<file path="config.mk">
export PLATFORM = sky130hd
export DESIGN_NAME = instruction_fetch_unit
export DESIGN_NICKNAME = d
export VERILOG_FILES = /design/src/rtl/legv8_pkg.sv /design/src/rtl/fetch_timeout_counter.sv /design/src/rtl/instruction_fetch_unit.sv
export SDC_FILE = /design/constraint.sdc
export NUM_CORES = 1
export LEC_CHECK = 0
export ABC_AREA = 1
export CORE_ASPECT_RATIO = 0.75
export CORE_MARGIN = 2
export CORE_UTILIZATION = 44
export CTS_CLUSTER_DIAMETER = 150
export DETAILED_ROUTE_END_ITERATION = 10
export PLACE_DENSITY_LB_ADDON = 0.08
export SLEW_MARGIN = 20
export SYNTH_ARGS = -nofsm -noshare
export SYNTH_HDL_FRONTEND = slang
export SYNTH_HIERARCHICAL = 1
export SYNTH_SLANG_ARGS = --single-unit
</file>
<file path="constraint.sdc">
create_clock -name clock -period 5.32 [get_ports clock]
set_clock_uncertainty 0.2 [all_clocks]
set_input_delay 0.798 -clock clock [delete_from_list [all_inputs] [get_ports clock]]
set_output_delay 0.798 -clock clock [all_outputs]
set_load 0.05 [all_outputs]
</file>
<file path="src/rtl/legv8_pkg.sv">
// Shared types and constants for the LegV8 fetch path.
// The PS encodings let the control path map pc_advance straight onto the PC select.
package legv8_pkg;

  localparam int INSTR_W = 32;

  localparam logic [1:0] PS_HOLD = 2'b00;
  localparam logic [1:0] PS_INC  = 2'b01;

  typedef enum logic [1:0] {
    ST_IDLE = 2'b00,
    ST_REQ  = 2'b01,
    ST_HAVE = 2'b10
  } fetch_state_e;

  function automatic logic [1:0] pc_select(input logic advance);
    return advance ? PS_INC : PS_HOLD;
  endfunction

endpackage

</file>
<file path="src/rtl/fetch_timeout_counter.sv">
// Clearable up-counter that counts cycles spent waiting on memory.
// The terminal flag is raised while the count equals TIMEOUT-1.
module fetch_timeout_counter #(
  parameter int TIMEOUT = 16
) (
  input  logic clock,
  input  logic reset,
  input  logic clear_i,
  input  logic inc_i,
  output logic term_o
);

  localparam int CW = $clog2(TIMEOUT);

  logic [CW-1:0] count_q, count_d;

  always_ff @(posedge clock or posedge reset) begin
    if (reset) begin
      count_q <= '0;
    end else begin
      count_q <= count_d;
    end
  end

  always_comb begin
    count_d = count_q;
    if (clear_i) begin
      count_d = '0;
    end else if (inc_i && !term_o) begin
      count_d = count_q + 1'b1;
    end
  end

  assign term_o = (count_q == CW'(TIMEOUT - 1));

endmodule

</file>
<file path="src/rtl/instruction_fetch_unit.sv">
// Fetches the instruction at PC over a req/ack memory port and holds it for
// decode under valid/ready; pulses pc_advance once per completed fetch.
module instruction_fetch_unit #(
  parameter int ADDR_W  = 64,
  parameter int INSTR_W = 32,
  parameter int TIMEOUT = 16
) (
  input  logic              clock,
  input  logic              reset,
  input  logic              enable,
  input  logic              flush,
  input  logic [ADDR_W-1:0] PC,
  output logic              pc_advance,
  output logic              mem_req,
  output logic [ADDR_W-1:0] mem_addr,
  input  logic              mem_ack,
  input  logic [INSTR_W-1:0] mem_data,
  output logic [INSTR_W-1:0] instr,
  output logic [ADDR_W-1:0] instr_pc,
  output logic              instr_valid,
  input  logic              instr_ready,
  output logic              fetch_err
);

  import legv8_pkg::*;

  fetch_state_e state_q, state_d;

  logic               mem_req_q, mem_req_d;
  logic [ADDR_W-1:0]  mem_addr_q, mem_addr_d;
  logic [INSTR_W-1:0] instr_q, instr_d;
  logic [ADDR_W-1:0]  instr_pc_q, instr_pc_d;
  logic               instr_valid_q, instr_valid_d;
  logic               pc_advance_q, pc_advance_d;
  logic               fetch_err_q, fetch_err_d;

  logic              tmo_term;
  logic [ADDR_W-1:0] fetch_addr;
  logic              issue_ok;
  logic              issue_bad;

  fetch_timeout_counter #(
    .TIMEOUT(TIMEOUT)
  ) u_timeout (
    .clock   (clock),
    .reset   (reset),
    .clear_i (state_q != ST_REQ),
    .inc_i   (state_q == ST_REQ),
    .term_o  (tmo_term)
  );

  // While pc_advance is high the PC register steps on this very edge, so the
  // follow-on address comes from the address just fetched rather than PC.
  assign fetch_addr = pc_advance_q ? (mem_addr_q + ADDR_W'(4)) : PC;
  assign issue_ok   = enable && !fetch_err_q && (fetch_addr[1:0] == 2'b00);
  assign issue_bad  = enable && !fetch_err_q && (fetch_addr[1:0] != 2'b00);

  always_ff @(posedge clock or posedge reset) begin
    if (reset) begin
      state_q <= ST_IDLE;
    end else begin
      state_q <= state_d;
    end
  end

  always_comb begin
    state_d = state_q;
    if (flush) begin
      state_d = ST_IDLE;
    end else begin
      case (state_q)
        ST_IDLE: if (issue_ok) state_d = ST_REQ;
        ST_REQ: begin
          if (mem_ack)       state_d = ST_HAVE;
          else if (tmo_term) state_d = ST_IDLE;
        end
        ST_HAVE: if (instr_ready) state_d = issue_ok ? ST_REQ : ST_IDLE;
        default: state_d = ST_IDLE;
      endcase
    end
  end

  always_comb begin
    mem_req_d     = mem_req_q;
    mem_addr_d    = mem_addr_q;
    instr_d       = instr_q;
    instr_pc_d    = instr_pc_q;
    instr_valid_d = instr_valid_q;
    pc_advance_d  = 1'b0;
    fetch_err_d   = fetch_err_q;
    if (flush) begin
      instr_valid_d = 1'b0;
      mem_req_d     = 1'b0;
    end else begin
      case (state_q)
        ST_IDLE: begin
          if (issue_ok) begin
            mem_req_d  = 1'b1;
            mem_addr_d = fetch_addr;
          end else if (issue_bad) begin
            fetch_err_d = 1'b1;
          end
        end
        ST_REQ: begin
          if (mem_ack) begin
            instr_d       = mem_data;
            instr_pc_d    = mem_addr_q;
            instr_valid_d = 1'b1;
            mem_req_d     = 1'b0;
            pc_advance_d  = 1'b1;
          end else if (tmo_term) begin
            fetch_err_d = 1'b1;
            mem_req_d   = 1'b0;
          end
        end
        ST_HAVE: begin
          if (instr_ready) begin
            instr_valid_d = 1'b0;
            if (issue_ok) begin
              mem_req_d  = 1'b1;
              mem_addr_d = fetch_addr;
            end else if (issue_bad) begin
              fetch_err_d = 1'b1;
            end
          end
        end
        default: mem_req_d = 1'b0;
      endcase
    end
  end

  always_ff @(posedge clock or posedge reset) begin
    if (reset) begin
      mem_req_q     <= 1'b0;
      mem_addr_q    <= '0;
      instr_q       <= '0;
      instr_pc_q    <= '0;
      instr_valid_q <= 1'b0;
      pc_advance_q  <= 1'b0;
      fetch_err_q   <= 1'b0;
    end else begin
      mem_req_q     <= mem_req_d;
      mem_addr_q    <= mem_addr_d;
      instr_q       <= instr_d;
      instr_pc_q    <= instr_pc_d;
      instr_valid_q <= instr_valid_d;
      pc_advance_q  <= pc_advance_d;
      fetch_err_q   <= fetch_err_d;
    end
  end

  assign mem_req     = mem_req_q;
  assign mem_addr    = mem_addr_q;
  assign instr       = instr_q;
  assign instr_pc    = instr_pc_q;
  assign instr_valid = instr_valid_q;
  assign pc_advance  = pc_advance_q;
  assign fetch_err   = fetch_err_q;

endmodule
</file>
==> Word level (Yosys, flattened, before mapping) <==
Index checks and enable logic that the tools add are counted.
{ "word_totals": {"ramBits": 0, "reg_bits": 170, "memories": 0, "latchBits": 0, "romBits": 0} }
{ "classes": {"n_mux": 32, "n_eq_ne": 11, "multipliers": 0, "n_addsub": 2, "bitwise": 1, "magnitude_cmp": 0, "shift": 0, "div_mod_pow": 0, "reduce_logical": 19} }
{ "op_table": {"columns": ["op", "count"], "rows": [
  ["$mux W64", 3],
  ["$pmux W64 S2", 1],
  ["$add A64 B3 Y64 const B", 1],
  ["$mux W1", 17],
  ["$reduce_and A3 Y1", 4],
  ["$mux W2", 5],
  ["$ne A3 B3 Y1 const B", 3],
  ["$mux W4", 2],
  ["$ne A2 B2 Y1 const B", 3],
  ["$pmux W1 S3", 2],
  ["$pmux W2 S3", 1],
  ["$reduce_bool A2 Y1", 3],
  ["$reduce_bool A3 Y1", 2],
  ["$reduce_and A5 Y1", 1],
  ["$add A4 B1 Y4 const B", 1],
  ["$eq A4 B4 Y1 const B", 1],
  ["$logic_and A1 B1 Y1", 4],
  ["$logic_not A2 Y1", 2],
  ["$ne A4 B4 Y1 const B", 1],
  ["$eq A2 B1 Y1 const B", 1],
  ["$eq A2 B2 Y1 const B", 1],
  ["$logic_not A1 Y1", 2],
  ["$ne A2 B1 Y1 const B", 1],
  ["$pmux W1 S2", 1],
  ["other kinds (2)", 2]
]} }

==> Logic depth before layout (Yosys ltp) <==
{ "logic_depth": {"depth_word": 8, "ltp_mapped": 11, "ltp_nobuf": 11} }

==> Cells and area by module <==
Netlist, hierarchy kept.
{ "modules_own_cells": {"columns": ["mod", "n_inst", "cells_each", "area_each_um2"], "rows": [
  ["instruction_fetch_unit", 1, 1297, 9023.7],
  ["fetch_timeout_counter", 1, 30, 229.0]
]} }

==> Worst setup path before layout <==
OpenSTA, ideal clock, no wires.
{ "synth_timing": {"path_kind": "register to register", "startpoint": "register mem_addr_q[3], in the netlist mem_addr[3]", "endpoint": "register mem_addr_q[32], in the netlist mem_addr[32]", "synth_period_minus_slack_ns": 2.174, "slack_ns": 3.146, "arrival_ns": 1.856, "path_stages_with_launch": 11, "required_time_ns": 5.002, "cell_sequence": "dfrtp_1 > ha_1 > nand2_2 > nor2_8 > nand2_2 > nor2_4 > nand2_1 > o21ai_1 > nand3_1 > o21ai_1 > inv_1"} }
{ "synth_via": {"elab_chain_len": 5} }
{ "synth_lines": {"columns": ["element", "line_no", "rtl"], "rows": [
  ["start: declaration", "instruction_fetch_unit.sv:30", "logic [ADDR_W-1:0] mem_addr_q, mem_addr_d;"],
  ["start signal: assignment", "instruction_fetch_unit.sv:143", "mem_addr_q <= mem_addr_d;"],
  ["$add A64 B3 Y64 (*)", "instruction_fetch_unit.sv:54", "assign fetch_addr = pc_advance_q ? (mem_addr_q + ADDR_W'(4)) : PC;"],
  ["$mux W64 (*)", "instruction_fetch_unit.sv:54", null],
  ["$mux W64 (*)", "instruction_fetch_unit.sv:97, instruction_fetch_unit.sv:119", null],
  ["$mux W64", "instruction_fetch_unit.sv:117", "if (instr_ready) begin"],
  ["$pmux W64 S2 (*)", "instruction_fetch_unit.sv:95", "case (state_q)"]
]} }
Every way passes the cells marked *; elsewhere a longest branch is shown, timed or not. The select of a mux whose other input is x is not followed.
A chain may end at the register's enable or synchronous reset.

==> Worst setup path after layout <==
{ "layout_timing": {"startpoint": "register pc_advance_q, in the netlist pc_advance", "endpoint": "output pc_advance"} }
{ "layout_lines": {"columns": ["element", "line_no", "rtl"], "rows": [
  ["start: declaration", "instruction_fetch_unit.sv:34", "logic pc_advance_q, pc_advance_d;"],
  ["start signal: assignment", "instruction_fetch_unit.sv:147", "pc_advance_q <= pc_advance_d;"],
  ["end: declaration", "instruction_fetch_unit.sv:13", "output logic pc_advance,"]
]} }
No word-level cell between the ends.

==> flow_summary.yaml <==
status:
  outcome: "complete, no violations"
worst_setup_path:
  path_class: "reg -> out"
  crit_path_start_kind: "flip-flop"
  crit_buf_inv: 1
  end_kind: "output pin"
  path_depth: 1
  r2r_end: "mem_addr[63]"
  crit_path_start: "pc_advance"
  path_cells: "clkdlybuf4s50_1"
  required_ns: 4.32
  timing.rr.start: "pc_advance"
  cp_slowest_cell: "clkdlybuf4s50_1"
  crit_fanout: 52
  critPathTopFamily: "buffers and inverters"
  reg2reg_slack_ns: 2.72
  max_stage_delay_ns: 0.91
  cp-endpoint: "pc_advance"
  r2r.worst_path.cells: 8
  cp_data_arrival_time_ns: 2.14
min_path:
  whs_path_depth: 2
  min_path_type: "reg -> reg"
logic_synthesis:
  synthTopCellsByArea: "dfrtp_1 (46%), nand2_1 (19%), nor2_1 (7.2%), inv_1 (5.5%), nand3_1 (4.8%)"
  syn_nets: 1431
  synth_cells: 1327
  yosys.area.top_type_share: 0.460
  synth_area_leader_cell: "dfrtp_1"
  post_synth_num_cell_types: 30
  seq_area_frac_synth: 0.460
  syn-mean-instance-area_um2: 6.97
  netlist_area_mm2: 0.00925
  synth_seq_cells: 170
  ys_warn_count: 6
job:
  max-cap-violations: 0
grt:
  overflow: 0
  grt_pass1_wl_mm: 48.8
  grt_pass1_vias: 8954
  track_usage: 0.286
  grt_antenna_before_repair: 0
  grt_max_degree: 120
routing:
  drt_wl_total_mm: 31.7
  drt_iter0_markers: 754
  vias: 9627
  ant_nets: 0
  remaining_drc_errors: 0
  drt-vias-per-instance: 5.16
  first_pass_iters: 6
  wire_per_inst_um: 17.0
clock_network:
  ctsResizeCount: 0
  insertion_delay_ns: 0.43
  cts_root_buf: "clkbuf_16"
  h-tree-depth: 4
  cts_buffers: 17
  post_cts_buffers: 0
  clockBufferDepth: 2
  clock_sinks: 170
  cts_tree: "done"
  cts_hold_buf: 0
  clkTransAtPathRegs_ns: 0.07
floorplan:
  core_mm2: 0.0204
  die-area_mm2: 0.0222
  die_h_um: 130
  initial_utilization: 0.453
  rows: 45
  io_pins: 266
  dieWidth_um: 171
timing:
  worst_slew_pin_slew_ns: 0.898
  setup_tns_ns: 0
  finalHoldViolations: 0
  finalWorstSetupSlack_ns: 2.18
  slew_headroom: 0.400
  setup_viol: 0
  holdWs_ns: 0.270
  finalCriticalPeriod_ns: 3.14
  clock.fmax_mhz: 319
  rsz0062_at_grt: "no"
  finalCritPeriodShare: 0.590
  drv_slew: 0
place:
  finalWeightedCongestion: 0.966
  placed_area_mm2: 0.0121
  dpl_worst_slack_ns: 1.76
  detailed_place_hpwl_mm: 23.6
  port_buffers: 265
finish:
  layout-drive-gt1-share: 0.0543
  antenna_cells: 0
  finalInstanceArea_mm2: 0.0127
  final_nets: 1675
  syn_to_final_growth_pct: 37.4
power_and_ir_drop:
  worst_ir_drop_vdd_uv: 181
  p_leak_nw: 5.89
  powerDensity_mw_per_mm2: 210
## metrics by stage
stage | total power (W) | utilization | cells
after global placement | 0.00144 | 0.593 | 1834
after CTS | 0.00269 | 0.622 | 1866
after detailed placement | 0.00144 | 0.593 | 1834
after floorplan | 0.00135 | - | 1327
final | 0.00267 | 0.622 | 1866
after global routing | 0.00275 | 0.622 | 1866
## worst min-delay path by stage
stage	start	to	slack, ns
finish	instr[24]	instr[24]	0.27
global route	instr[27]	instr[27]	0.30
CTS	instr[28]	instr[28]	0.28
detailed placement	instr[24]	instr[24]	0.26
global placement	instr[24]	instr[24]	0.25
floorplan	u_timeout/count_q[1]	u_timeout/count_q[1]	0.29
## logic make-up (layout without fill, tap and decap cells)
family / count (synthesis) / after routing / synth area share
simple gates: 789 / 789 / 0.357
flops: 170 / 170 / 0.460
xor+xnor: 3 / 3 / 0.00284
buf+inv: 190 / 447 / 0.0806
compound gates: 173 / 173 / 0.0971
fa+ha+maj: 2 / 2 / 0.00270
## flip-flops by register name (all words and copies together) (netlist names)
signal	flops
mem_req	1
mem_addr	64
instr_valid	1
instr	32
u_timeout/count_q	4
fetch_err	1
state_q	2
pc_advance	1
instr_pc	64
## power by group
part           total (W)              switching [W]  internal, W
clock            0.00126                   0.000590     0.000668
combinational   0.000124                  0.0000506    0.0000734
sequential       0.00129  0.00000000000000000000961      0.00129
total            0.00267                   0.000641      0.00203
## cell type report
cell class / count / area, µm²
fillers: 1915 / 7720
flip-flops and latches: 170 / 4260
multi-input cells: 967 / 4250
repair buffers: 272 / 2720
inverters: 143 / 546
clock buffers: 18 / 429
well taps: 282 / 353
clock inverters: 14 / 160
## placed cells by master (no fill, tap or decap), types with 2 or more instances in the layout
cell             instances
inv_1                  135
inv_8                    5
clkinvlp_4               4
clkinv_4                 3
o22ai_1                  5
nand3_1                 88
xor2_1                   3
o21ai_0                 77
nor2_1                 177
nand2_1                464
nand4_1                 19
a22oi_1                  8
o21ai_1                 53
nand2_4                  2
inv_2                    6
a21oi_1                 27
inv_6                    2
nor2_4                   8
ha_1                     2
dfrtp_1                169
nand2_2                 11
or2_2                    3
clkbuf_16               17
buf_4                    6
clkdlybuf4s50_1        265
nor2_8                   2
nor2_2                  12
## synth_stat cells, drive strengths merged
cell      n
a21oi    27
a22oi     8
a31oi     1
buf      25
clkbuf   22
dfrtp   170
ha        2
inv     143
nand2   477
nand3    89
nand3b    1
nand4    19
nor2    199
nor3      1
o211ai    1
o21ai   130
o21bai    1
o22ai     5
or2       3
xor2      3
## per-layer routing
| metal | track usage | wire length [µm] | vias to the layer above | part of all wire |
|---|---|---|---|---|
| met4 | 0.0678 | 472 | 0 | 0.015 |
| met3 | 0.0779 | 3060 | 36 | 0.096 |
| met2 | 0.409 | 13000 | 414 | 0.41 |
| met5 | 0 | 0 | - | 0 |
| li1 | - | - | 4668 | - |
| met1 | 0.431 | 15200 | 4509 | 0.48 |
No activity file was read; power rests on OpenSTA's default activity.
